### config.mk
export PLATFORM = sky130hd
export DESIGN_NAME = ee354_2048_move_ctrl_flat
export DESIGN_NICKNAME = d
export VERILOG_FILES = /design/src/rtl/ee354_2048_move_ctrl_if.sv /design/src/rtl/ee354_2048_move_ctrl.sv /design/src/flat_wrapper.sv
export SDC_FILE = /design/constraint.sdc
export NUM_CORES = 1
export LEC_CHECK = 0
export CORE_UTILIZATION = 50
export CTS_BUF_LIST = sky130_fd_sc_hd__clkbuf_16
export DETAILED_ROUTE_END_ITERATION = 10
export PLACE_DENSITY = 0.77
export SLEW_MARGIN = 0
export SYNTH_ARGS = -nofsm -noshare
export SYNTH_HDL_FRONTEND = slang
export SYNTH_SLANG_ARGS = --single-unit
export TNS_END_PERCENT = 50
### constraint.sdc
create_clock -name Clk -period 5.45 [get_ports Clk]
set_input_delay 0.8175 -clock Clk [delete_from_list [all_inputs] [get_ports Clk]]
set_output_delay 0.8175 -clock Clk [all_outputs]
set_load 0.02 [all_outputs]
### src/rtl/ee354_2048_move_ctrl_if.sv
// Handshake between the 2048 move controller and the board engine:
// move start/done, board status flags, board clear and tile spawn.
interface ee354_2048_move_ctrl_if;
  logic        eng_start;
  logic [1:0]  eng_dir;
  logic        eng_done;
  logic        eng_changed;
  logic [15:0] empty_mask;
  logic        has_2048;
  logic        can_merge;
  logic        clr_board;
  logic        spawn_req;
  logic [3:0]  spawn_idx;
  logic        spawn_ack;

  modport master (
    output eng_start, eng_dir, clr_board, spawn_req, spawn_idx,
    input  eng_done, eng_changed, empty_mask, has_2048, can_merge, spawn_ack
  );

  modport slave (
    input  eng_start, eng_dir, clr_board, spawn_req, spawn_idx,
    output eng_done, eng_changed, empty_mask, has_2048, can_merge, spawn_ack
  );
endinterface

### src/rtl/ee354_2048_move_ctrl.sv
// 2048 game move controller: button edge detect, move sequencing through the
// board engine, pseudo-random tile spawn, win/lose detection and move counter.
module ee354_2048_move_ctrl (
  input  logic                   Clk,
  input  logic                   Reset_n,
  input  logic                   up,
  input  logic                   down,
  input  logic                   left,
  input  logic                   right,
  input  logic                   restart,
  ee354_2048_move_ctrl_if.master eng,
  output logic                   q_I,
  output logic                   q_Idle,
  output logic                   q_Move,
  output logic                   q_Spawn,
  output logic                   q_Check,
  output logic                   q_Win,
  output logic                   q_Lose,
  output logic [15:0]            move_count
);

  typedef enum logic [2:0] {
    S_INIT,
    S_IDLE,
    S_MOVE,
    S_SPAWN,
    S_CHECK,
    S_WIN,
    S_LOSE
  } state_e;

  state_e      state_q, state_d;
  logic [3:0]  btn_q;
  logic [3:0]  btn_now;
  logic [3:0]  press;
  logic [1:0]  press_dir;
  logic [1:0]  dir_q, dir_d;
  logic        start_q, start_d;
  logic        spawn_req_q, spawn_req_d;
  logic [3:0]  spawn_idx_q, spawn_idx_d;
  logic [3:0]  first_empty;
  logic [3:0]  cand;
  logic        found;
  logic [15:0] count_q, count_d;
  logic [15:0] lfsr_q, lfsr_d;
  logic        board_full;

  assign btn_now    = {up, down, left, right};
  assign press      = btn_now & ~btn_q;
  assign board_full = (eng.empty_mask == '0);
  assign lfsr_d     = {lfsr_q[0] ^ lfsr_q[2] ^ lfsr_q[3] ^ lfsr_q[5], lfsr_q[15:1]};

  always_comb begin
    if (press[3])      press_dir = 2'b00;
    else if (press[2]) press_dir = 2'b01;
    else if (press[1]) press_dir = 2'b10;
    else               press_dir = 2'b11;
  end

  // First empty cell at or after lfsr[3:0], wrapping 15 -> 0.
  always_comb begin
    first_empty = lfsr_q[3:0];
    found       = 1'b0;
    cand        = '0;
    for (int unsigned i = 0; i < 16; i++) begin
      cand = lfsr_q[3:0] + 4'(i);
      if (!found && eng.empty_mask[cand]) begin
        found       = 1'b1;
        first_empty = cand;
      end
    end
  end

  always_comb begin
    state_d     = state_q;
    dir_d       = dir_q;
    start_d     = 1'b0;
    spawn_req_d = spawn_req_q;
    spawn_idx_d = spawn_idx_q;
    count_d     = count_q;
    unique case (state_q)
      S_INIT: begin
        count_d     = '0;
        spawn_req_d = 1'b0;
        state_d     = S_SPAWN;
      end
      S_IDLE: begin
        if (restart) begin
          state_d = S_INIT;
        end else if (|press) begin
          state_d = S_MOVE;
          start_d = 1'b1;
          dir_d   = press_dir;
        end
      end
      S_MOVE: begin
        if (eng.eng_done) begin
          if (eng.eng_changed) begin
            count_d = (count_q == '1) ? count_q : count_q + 16'd1;
            state_d = S_SPAWN;
          end else begin
            state_d = S_IDLE;
          end
        end
      end
      S_SPAWN: begin
        // spawn_req still low inside SPAWN marks the entry cycle.
        if (!spawn_req_q) begin
          if (board_full) begin
            state_d = S_CHECK;
          end else begin
            spawn_idx_d = first_empty;
            spawn_req_d = 1'b1;
          end
        end else if (eng.spawn_ack) begin
          spawn_req_d = 1'b0;
          state_d     = S_CHECK;
        end
      end
      S_CHECK: begin
        if (eng.has_2048)                      state_d = S_WIN;
        else if (board_full && !eng.can_merge) state_d = S_LOSE;
        else                                   state_d = S_IDLE;
      end
      S_WIN, S_LOSE: begin
        if (restart) state_d = S_INIT;
      end
      default: state_d = S_INIT;
    endcase
  end

  always_ff @(posedge Clk or negedge Reset_n) begin
    if (!Reset_n) begin
      state_q     <= S_INIT;
      btn_q       <= '0;
      dir_q       <= 2'b00;
      start_q     <= 1'b0;
      spawn_req_q <= 1'b0;
      spawn_idx_q <= '0;
      count_q     <= '0;
      lfsr_q      <= 16'hACE1;
    end else begin
      state_q     <= state_d;
      btn_q       <= btn_now;
      dir_q       <= dir_d;
      start_q     <= start_d;
      spawn_req_q <= spawn_req_d;
      spawn_idx_q <= spawn_idx_d;
      count_q     <= count_d;
      lfsr_q      <= lfsr_d;
    end
  end

  assign eng.eng_start = start_q;
  assign eng.eng_dir   = dir_q;
  assign eng.clr_board = (state_q == S_INIT);
  assign eng.spawn_req = spawn_req_q;
  assign eng.spawn_idx = spawn_idx_q;

  assign q_I     = (state_q == S_INIT);
  assign q_Idle  = (state_q == S_IDLE);
  assign q_Move  = (state_q == S_MOVE);
  assign q_Spawn = (state_q == S_SPAWN);
  assign q_Check = (state_q == S_CHECK);
  assign q_Win   = (state_q == S_WIN);
  assign q_Lose  = (state_q == S_LOSE);

  assign move_count = count_q;

endmodule

### src/flat_wrapper.sv
// flat-port wrapper written by rule: the top's interface ports become plain ports
module ee354_2048_move_ctrl_flat 
  (Clk, Reset_n, up, down, left, right, restart, q_I, q_Idle, q_Move, q_Spawn, q_Check, q_Win, q_Lose, move_count, eng_eng_start, eng_eng_dir, eng_clr_board, eng_spawn_req, eng_spawn_idx, eng_eng_done, eng_eng_changed, eng_empty_mask, eng_has_2048, eng_can_merge, eng_spawn_ack);
  ee354_2048_move_ctrl_if eng_i ();
  input  logic Clk;
  input  logic Reset_n;
  input  logic up;
  input  logic down;
  input  logic left;
  input  logic right;
  input  logic restart;
  output logic q_I;
  output logic q_Idle;
  output logic q_Move;
  output logic q_Spawn;
  output logic q_Check;
  output logic q_Win;
  output logic q_Lose;
  output logic [15:0] move_count;
  output wire logic [$bits(eng_i.eng_start)-1:0] eng_eng_start;
  output wire logic [$bits(eng_i.eng_dir)-1:0] eng_eng_dir;
  output wire logic [$bits(eng_i.clr_board)-1:0] eng_clr_board;
  output wire logic [$bits(eng_i.spawn_req)-1:0] eng_spawn_req;
  output wire logic [$bits(eng_i.spawn_idx)-1:0] eng_spawn_idx;
  input wire logic [$bits(eng_i.eng_done)-1:0] eng_eng_done;
  input wire logic [$bits(eng_i.eng_changed)-1:0] eng_eng_changed;
  input wire logic [$bits(eng_i.empty_mask)-1:0] eng_empty_mask;
  input wire logic [$bits(eng_i.has_2048)-1:0] eng_has_2048;
  input wire logic [$bits(eng_i.can_merge)-1:0] eng_can_merge;
  input wire logic [$bits(eng_i.spawn_ack)-1:0] eng_spawn_ack;
  assign eng_eng_start = eng_i.eng_start;
  assign eng_eng_dir = eng_i.eng_dir;
  assign eng_clr_board = eng_i.clr_board;
  assign eng_spawn_req = eng_i.spawn_req;
  assign eng_spawn_idx = eng_i.spawn_idx;
  assign eng_i.eng_done = eng_eng_done;
  assign eng_i.eng_changed = eng_eng_changed;
  assign eng_i.empty_mask = eng_empty_mask;
  assign eng_i.has_2048 = eng_has_2048;
  assign eng_i.can_merge = eng_can_merge;
  assign eng_i.spawn_ack = eng_spawn_ack;
  ee354_2048_move_ctrl u_core (.Clk(Clk), .Reset_n(Reset_n), .up(up), .down(down), .left(left), .right(right), .restart(restart), .eng(eng_i), .q_I(q_I), .q_Idle(q_Idle), .q_Move(q_Move), .q_Spawn(q_Spawn), .q_Check(q_Check), .q_Win(q_Win), .q_Lose(q_Lose), .move_count(move_count));
endmodule
**Yosys cells after proc, flatten, opt, wreduce, memory -nomap -nowiden**

Cells that the tools add are included.

- Add/sub/neg operators: 16
- Magnitude comparators: 16
- Equal/unequal tests: 14
- Mux-type cells: 87
- Bitwise operators: 8
- Reduce and logical (&&, ||, !) cells: 42

Operators with widths:

| kind | number |
|---|---|
| less-than comparator 4 x 5 -> 1 bit (second input constant) | 16 |
| binary-select mux 1 bit (select 4 bit) | 16 |
| 2-to-1 mux 4 bit | 15 |
| 2-to-1 mux 16 bit | 3 |
| 2-to-1 mux 1 bit | 38 |
| adder 4 bit (second input constant) | 8 |
| one-hot mux 16 bit (2 select lines) | 1 |
| 2-to-1 mux 3 bit | 9 |
| one-hot mux 3 bit (6 select lines) | 1 |
| adder 16 x 1 -> 16 bit (second input constant) | 1 |
| adder 4 x 3 -> 4 bit (second input constant) | 4 |
| == test 16 bit (second input constant) | 1 |
| logical AND 1 bit | 16 |
| logical NOT 1 bit | 16 |
| logical NOT 16 bit | 1 |
| == test 3 bit (second input constant) | 3 |
| adder 4 x 2 -> 4 bit (second input constant) | 2 |
| == test 3 x 2 -> 1 bit (second input constant) | 2 |
| 2-to-1 mux 2 bit | 3 |
| AND reduction 3 bit | 2 |
| AND reduction 5 bit | 1 |
| adder 4 x 1 -> 4 bit (second input constant) | 1 |
| bitwise AND 4 bit | 1 |
| inequality test 2 x 1 -> 1 bit (second input constant) | 2 |
| 14 further kinds | 20 |

- Register bits: 47
- Bits of input ports: 28
- Output and inout port bits: 32
- Word-level logic and storage cells: 191

**Logic depth before layout (Yosys ltp)**

Gate-level depths: netlist of run 1.

- Depth in word-level cells: 48
- Mapped depth: 16
- Depth with buffers taken out: 11

**Worst setup path after synthesis of run 1**

No wires, ideal clock.

- Path type: register to register
- Start: reg u_core.lfsr_q[1]
- End: reg u_core.spawn_idx_q[3], in the netlist u_core.eng.spawn_idx[3]
- Library setup time: 0.073 ns
- Data arrival time: 3.805 ns
- Data required time: 5.377 ns
- Setup slack: 1.572 ns
- Cell stages (with the launch flop): 16
- Buffers on the path: 5
- Clock period less this slack: 3.878 ns
- Path through: dfrtp_1 -> buf_2 -> buf_6 -> buf_2 -> inv_1 -> ha_1 -> buf_2 -> buf_2 -> mux4_2 -> mux2_2 -> mux2i_2 -> and2_1 -> nand3_2 -> or3_4 -> o21a_1 -> a21oi_2

- Longest elaborated chain between the ends: 48
- Elaborated cells between the ends (all ways): 107
- Classes of those cells: 15 x add/sub; 62 x mux; 30 x reduce/logical

Ends and longest elaborated chain:

| what | RTL line | text |
|---|---|---|
| start: declaration | ee354_2048_move_ctrl.sv:45 | `logic [15:0] lfsr_q, lfsr_d;` |
| start signal: assignment | ee354_2048_move_ctrl.sv:150 | `lfsr_q <= lfsr_d;` |
| parallel branches: the longest is 47 deep, another holds adder 4 x 1 -> 4 bit | -- |  |
| 2-to-1 mux 4 bit (*) | ee354_2048_move_ctrl.sv:67 | `if (!found && eng.empty_mask[cand]) begin` |
| end signal: assignment | ee354_2048_move_ctrl.sv:148 | `spawn_idx_q <= spawn_idx_d;` |
| end: declaration | ee354_2048_move_ctrl.sv:40 | `logic [3:0] spawn_idx_q, spawn_idx_d;` |

Mark *: on every way between the ends. The select of a mux whose other input is x is not followed.
A chain may end at the register's enable or synchronous reset.

**Final worst setup path of run 1**

- Start: reg u_core.lfsr_q[0]
- End: reg u_core.spawn_idx_q[0], in the netlist u_core.eng.spawn_idx[0]

Same word-level chain as after synthesis.

==> results of run 1 <==
-- sequential cells by signal, summed over array words and instances (netlist names) --
name                  flops
u_core.eng.spawn_idx      4
u_core.eng.eng_start      1
u_core.btn_q              4
u_core.lfsr_q            16
u_core.eng.eng_dir        2
u_core.eng.spawn_req      1
u_core.move_count        16
u_core.state_q            3
-- per-layer routing --
metal	vias up	wire, microns	track usage [%]	share of wire (%)
li1	1784	-	-	-
met2	175	5830	45.0	48
met1	1921	5280	42.9	43
met5	-	0	0	0
met3	12	962	5.58	7.9
met4	0	147	7.82	1.2
-- cells by family (layout without fill, tap and decap cells) --
| group | count (synthesis) | in the layout | share of synthesized area, % |
|---|---|---|---|
| flip-flops | 47 | 47 | 28.0 |
| buffers and inverters | 34 | 85 | 3.78 |
| multiplexers | 66 | 66 | 25.4 |
| AND/OR/NAND/NOR | 165 | 165 | 19.0 |
| adder cells (fa/ha/maj) | 8 | 8 | 2.36 |
| AO/OA/AOI/OAI | 100 | 100 | 15.4 |
| XOR/XNOR | 27 | 27 | 5.94 |
-- placed cells by master (no fill, tap or decap), drive strengths merged, types with 9 or more instances in the layout --
master	count
a21oi	24
clkdlybuf4s50	58
dfrtp	39
inv	14
mux2	17
mux2i	18
mux4	31
nand2	44
nand3	17
nor2	43
nor3	16
o21ai	26
xnor2	9
xor2	18
-- layout make-up --
class                           instances  share of cell area (%)
Clock buffer                            5                    2.49
Multi-Input combinational cell        366                    57.5
Tap cell                              105                    2.61
Sequential cell                        47                    23.6
Timing Repair Buffer                   64                    12.4
Clock inverter                          3                   0.448
Inverter                               13                   0.970
-- worst max path at each step --
stage,startpoint,to,cells after the start
after floorplan,u_core.lfsr_q[1]$_DFF_PN0_,u_core.eng.spawn_idx[3]$_DFFE_PN0P_,15
after global placement,u_core.lfsr_q[2]$_DFF_PN0_,u_core.eng.spawn_idx[0]$_DFFE_PN0P_,10
after detailed placement,u_core.lfsr_q[0]$_DFF_PN1_,u_core.eng.spawn_idx[0]$_DFFE_PN0P_,11
after CTS,u_core.lfsr_q[0]$_DFF_PN1_,u_core.eng.spawn_idx[0]$_DFFE_PN0P_,12
after global routing,u_core.lfsr_q[0]$_DFF_PN1_,u_core.eng.spawn_idx[0]$_DFFE_PN0P_,12
final,u_core.lfsr_q[0]$_DFF_PN1_,u_core.eng.spawn_idx[0]$_DFFE_PN0P_,12
-- power by group through the flow --
stage / clock network [mW] / registers, mW / logic (mW)
floorplan: 0 / 0.469 / 0.275
detailed placement: 0 / 0.456 / 0.497
global route: 0.327 / 0.460 / 0.547
finish: 0.302 / 0.451 / 0.499
global placement: 0 / 0.452 / 0.492
CTS: 0.311 / 0.450 / 0.499
-- metrics by stage --
step	area, sq um	total power [mW]
floorplan	4230	0.744
global placement	4880	0.945
detailed placement	4880	0.954
CTS	5030	1.26
global route	5030	1.33
finish	5030	1.25
==> results.md, run 1 <==
- NetSw: 0.466 mW
- Min-delay src: u_core.lfsr_q[4]$_DFF_PN0_
- Hold-fix buffer count after cts: 0
- Overflow after GRT: 0
- Vias/cell: approximately 6.5
- Syn Nets: 483
- Slew @ Worst Pin: 1.00 ns
- Syn Inst Count: 447
- Worst EP arrival: ~4.7 ns
- HPWL Detailed: 9170 microns
- Combinational power share: roughly two fifths
- Post-layout util: between 60% and 70%
- Fill cell count: 699
- Async SR Flop Fraction: 100%
- Endpoint, Worst Hold: u_core.lfsr_q[3]$_DFF_PN0_
- Top_reg_cell synth: dfrtp_1
- Pre-CTS setup slack: 0.923 ns
- RSZ-0062 raised after global routing: false
- Total track usage: 29.5%
- Initial antenna violation count: 0
- Worst reg2reg path depth: 12
- Routed WL: 12200 microns
- Final hold slack: 0.349 ns
- Synthesized area: around 0.0042 sq mm
- Pre-antenna DRT Iters: 4
- # Max-Cap Violations: 0
- Hold crit path type: reg -> reg
- CP required: 5.61 ns
- Area of the multi-input gates: a little under 0.003 sq mm
- Flop2flop setup slack: 0.89 ns
- Die X: 94.0 microns
- Synthesis Warnings: 0
- Setup bufs post-CTS: 0
- Clk pwr share: 24.1%
- Layout Area Growth over Synthesis: 18.8%
- Clk root buf: clkbuf_16
- Port Buf Inserts: 59
- Crit path launch type: flop
- Sequential share of the synthesized area: 28.0%
- First-pass GRT wire length: roughly 19000 microns
- Setup TNS: 0 ns
- Cells along the critical path: inv_2 -> ha_1 -> mux4_2 -> mux2i_1 -> mux2i_1 -> buf_4 -> nor4_1 -> nand3_2 -> a211oi_1 -> a2111oi_2 -> xnor2_1 -> o21ai_1
- Vias in the first global route: 3631
- Max Fclk: 219 MHz
- Share of post-route cells with drive strength above 1: 16.7%
- Switching fraction of total power: 37.2%
- Routability congestion estimate: slightly below 1
- CTS resizes: 0
- Deepest clock path buffer count: 2
- Skew final: 0.00566 ns
- CP delay by family, top: flip-flops
- FF-to-FF Start: u_core.lfsr_q[0]$_DFF_PN1_
- Post-synth top area share: between 20% and 30%
- Die area: 0.00884 sq mm
- Vias: 3892
- Fin crit period: about 4.6 ns
- CP bufs+invs: 2
- CTS Buf Count: 5
- Final worst slack: 0.886 ns
- LEAKAGE: 1.94 nW
- CTS tree: yes
- Worst slew margin: 33.1%
- Crit-path slowest cell: dfstp_2
- Flop pwr share: a little over a third
- Htree depth: 2
- Final Hold Fails: 0
- Cell area power density: 249 mW/mm^2
- Remaining DRCs: 0
- Clock sink total: between 40 and 50
- CP dominant cell by count: mux2i_1
- Most frequent cells after synthesis: nand2_1, nor2_1, dfrtp_1
- Synth Register Bits: 47
- IO Pins: 60
- Die Ht: 94.0 microns
- Final ANT Viol Nets: 0
- Hold Crit Depth: 0
- Classification of the worst setup path: reg -> reg
- Clock transition at the registers of the reported paths: 0.06 ns
- Placed cells: between 500 and 600
- Mapped Avg Cell Area: between 9 and 10 sq um
- Crit path max fanout: 30
- Row count: 33
- Status: complete, no violations
- Final setup violation count: 0
- Reg-to-Reg End: u_core.eng.spawn_idx[0]$_DFFE_PN0P_
- Detailed-route wire length per cell: 20.3 microns
- Post-synth EDFFs: 0
- Top cells by area, synth: dfrtp_1, mux4_2, dfstp_2
- CP endpoint kind: flop
- Detailed router's first-iteration violation count: 334
- Cell variety after synth: 68
- Register area: 0.00119 sq mm
- Starting Density: 51.5%
- NumNets Final: ~530
- Synth area leader: dfrtp_1
- CORE AREA: 0.00822 sq mm
- Clk_lat worst skew: 0.29 ns
- Final Max Slew Viols: 0
- Largest net degree at the start of global routing: 48
- Period utilisation layout: 83.7%
- Cell Int Power: slightly below 0.8 mW
- Number of diodes: 0
- Maximum VDD drop: 170 uV
- Final std cells w/o fill: 603
- Largest stage delay on the critical path: 0.99 ns
Note: power is estimated with default switching activity, not from simulation.
==> run 2: changes to the inputs <==
clock period = 4.26 ns   (was 5.45 ns; I/O delays follow)
==> run 2 against run 1 <==
Net effect:
- worst setup slack worse by 0.60 ns
- via count up 0.13%
- largest cell class unchanged
- critical path depth down 1
- fmax up 15%
- core utilization up 0.52 points
- routed wire length down 4.1%
- cell area up 0.85%
==> results.md, run 2 (synthesis results as in run 1) <==
- Crit-path slowest cell: dfrtp_1 (was dfstp_2)
- Total track usage: 27.6% (was 29.5%)
- Largest net degree at the start of global routing: 48 (unchanged)
- CTS resizes: 0 (unchanged)
- Slew @ Worst Pin: 1.05 ns (was 1.00 ns)
- Clock sink total: 47 (unchanged)
- Setup bufs post-CTS: 0 (unchanged)
- Min-delay src: u_core.lfsr_q[8]$_DFF_PN0_ (was u_core.lfsr_q[4]$_DFF_PN0_)
- Skew final: 0.00529 ns (was 0.00566 ns)
- Final hold slack: 0.350 ns (was 0.349 ns)
- Vias in the first global route: 3615 (was 3631)
- Overflow after GRT: 0 (unchanged)
- Die X: 94.0 microns (unchanged)
- Final worst slack: 0.286 ns (was 0.886 ns)
- Most frequent cells in the layout: clkdlybuf4s50_1, nand2_1, nor2_1 (unchanged)
- Crit path launch type: flop (unchanged)
- Hold crit path type: reg -> reg (unchanged)
- Commonest non-fill, non-tap cell in the layout: clkdlybuf4s50_1 (unchanged)
- Largest stage delay on the critical path: 0.61 ns (was 0.99 ns)
- Htree depth: 2 (unchanged)
- Classification of the worst setup path: reg -> reg (unchanged)
- CORE AREA: 0.00822 sq mm (unchanged)
- # Max-Cap Violations: 0 (unchanged)
- CTS tree: yes (unchanged)
- Deepest clock path buffer count: 2 (unchanged)
- Port Buf Inserts: 59 (unchanged)
- Placement Cell Area: 0.00492 sq mm (was 0.00488 sq mm)
- Initial antenna violation count: 0 (unchanged)
- Final Max Slew Viols: 0 (unchanged)
- Number of diodes: 0 (unchanged)
- IO Pins: 60 (unchanged)
- Die area: 0.00884 sq mm (unchanged)
- Final Instance Area: 0.00507 sq mm (was 0.00503 sq mm)
- Hold-fix buffer count after cts: 0 (unchanged)
- Final setup violation count: 0 (unchanged)
- Critical path startpoint: u_core.lfsr_q[2]$_DFF_PN0_ (was u_core.lfsr_q[0]$_DFF_PN1_)
- Total Power: 1.61 mW (was 1.25 mW)
- Final ANT Viol Nets: 0 (unchanged)
- Vias/cell: 6.41 (was 6.45)
- CTS Buf Count: 5 (unchanged)
- FF-to-FF Start: u_core.lfsr_q[2]$_DFF_PN0_ (was u_core.lfsr_q[0]$_DFF_PN1_)
- Remaining DRCs: 0 (unchanged)
- Detailed-route wire length per cell: 19.3 microns (was 20.3 microns)
- Clk_lat worst skew: 0.29 ns (about the same)
- Routed WL: 11700 microns (was 12200 microns)
- Worst slew margin: 29.9% (was 33.1%)
- Crit path max fanout: 14 (was 30)
- Final Hold Fails: 0 (unchanged)
- Die Ht: 94.0 microns (unchanged)
- CP endpoint kind: flop (unchanged)
- Pre-antenna DRT Iters: 7 (was 4)
- Worst EP arrival: 4.13 ns (was 4.73 ns)
- Setup TNS: 0 ns (unchanged)
- Clock transition at the registers of the reported paths: 0.07 ns (was 0.06 ns)
- NumNets Final: 538 (was 533)
- Pre-CTS setup slack: 0.455 ns (was 0.923 ns)
- Final std cells w/o fill: 608 (was 603)
- Starting Density: 51.5% (unchanged)
- RSZ-0062 raised after global routing: false (unchanged)
- Maximum VDD drop: 210 uV (was 170 uV)
- Placed cells: 600 (was 595)
- Period utilisation layout: 93.3% (was 83.7%)
- Max Fclk: 252 MHz (was 219 MHz)
- Post-layout util: 61.7% (was 61.2%)
- Vias: 3897 (was 3892)
- Routability congestion estimate: 1.00 (was 0.963)
- Row count: 33 (unchanged)
- CP required: 4.42 ns (was 5.61 ns)
- Cell area power density: 318 mW/mm^2 (was 249 mW/mm^2)
- First-pass GRT wire length: 18800 microns (was 19400 microns)
- Clk root buf: clkbuf_16 (unchanged)
- Fin crit period: 3.97 ns (was 4.56 ns)
- Status: complete, no violations (unchanged)
- Layout Area Growth over Synthesis: 19.8% (was 18.8%)
- Detailed router's first-iteration violation count: 350 (was 334)
- Cells along the critical path: inv_1 -> ha_1 -> buf_4 -> mux4_2 -> mux2i_1 -> o211ai_1 -> or3_1 -> a211oi_1 -> a2111oi_2 -> xnor2_1 -> o21ai_1 (was inv_2 -> ha_1 -> mux4_2 -> mux2i_1 -> mux2i_1 -> buf_4 -> nor4_1 -> nand3_2 -> a211oi_1 -> a2111oi_2 -> xnor2_1 -> o21ai_1)
- LEAKAGE: 1.97 nW (was 1.94 nW)
- Share of post-route cells with drive strength above 1: 17.5% (was 16.7%)
- HPWL Detailed: 8790 microns (was 9170 microns)
run 2: cell count changes in the layout (fill, tap and decap cells not counted):
cell / previous run / this run
clkinv_2: 1 / 0
clkinvlp_4: 0 / 1
buf_4: 5 / 10
inv_8: 0 / 1
clkinv_4: 1 / 0
run 2: metal layers:
| layer | track usage, % | wire [microns] |
|---|---|---|
| met4 | 7.82 | 321 |
| met3 | 6.23 | 1130 |
| met5 | 0 | 0 |
| met1 | 39.4 | 4970 |
| met2 | 42.0 | 5290 |
run 2: report_power, final:
part           switching, mW  internal (mW)
clock network          0.174          0.224
logic                  0.358          0.282
registers             0.0698          0.506
total                  0.602           1.01
run 2: cell type report:
cell class                      count  area (sq um)
Multi-Input combinational cell    366          2890
Fill cell                         702          3140
Clock buffer                        5           125
Sequential cell                    47          1190
Tap cell                          105           131
Timing Repair Buffer               69           661
Inverter                           13          48.8
Clock inverter                      3          27.5
run 2: critical path: cells and delay by family (launching register included):
kind | cells | cell delay (ns)
AO/OA/AOI/OAI | 4 | 0.97
XOR/XNOR | 1 | 0.23
adder cells (fa/ha/maj) | 1 | 0.32
buffers and inverters | 2 | 0.44
flip-flops | 1 | 0.61
multiplexers | 2 | 0.76
AND/OR/NAND/NOR | 1 | 0.50
run 2: worst paths after layout:
kind / to / slack (ns) / cells after the start
min in group asynchronous: u_core.eng.eng_dir[1]$_DFFE_PN0P_ / 0.54 / 1
max in group asynchronous: u_core.lfsr_q[8]$_DFF_PN0_ / 3.08 / 1
worst min-delay path: u_core.lfsr_q[7]$_DFF_PN1_ / 0.35 / 0
worst max register to register: u_core.eng.spawn_idx[0]$_DFFE_PN0P_ / 0.29 / 11
worst min register to register: u_core.lfsr_q[7]$_DFF_PN1_ / 0.35 / 0
worst max-delay path: u_core.eng.spawn_idx[0]$_DFFE_PN0P_ / 0.29 / 11
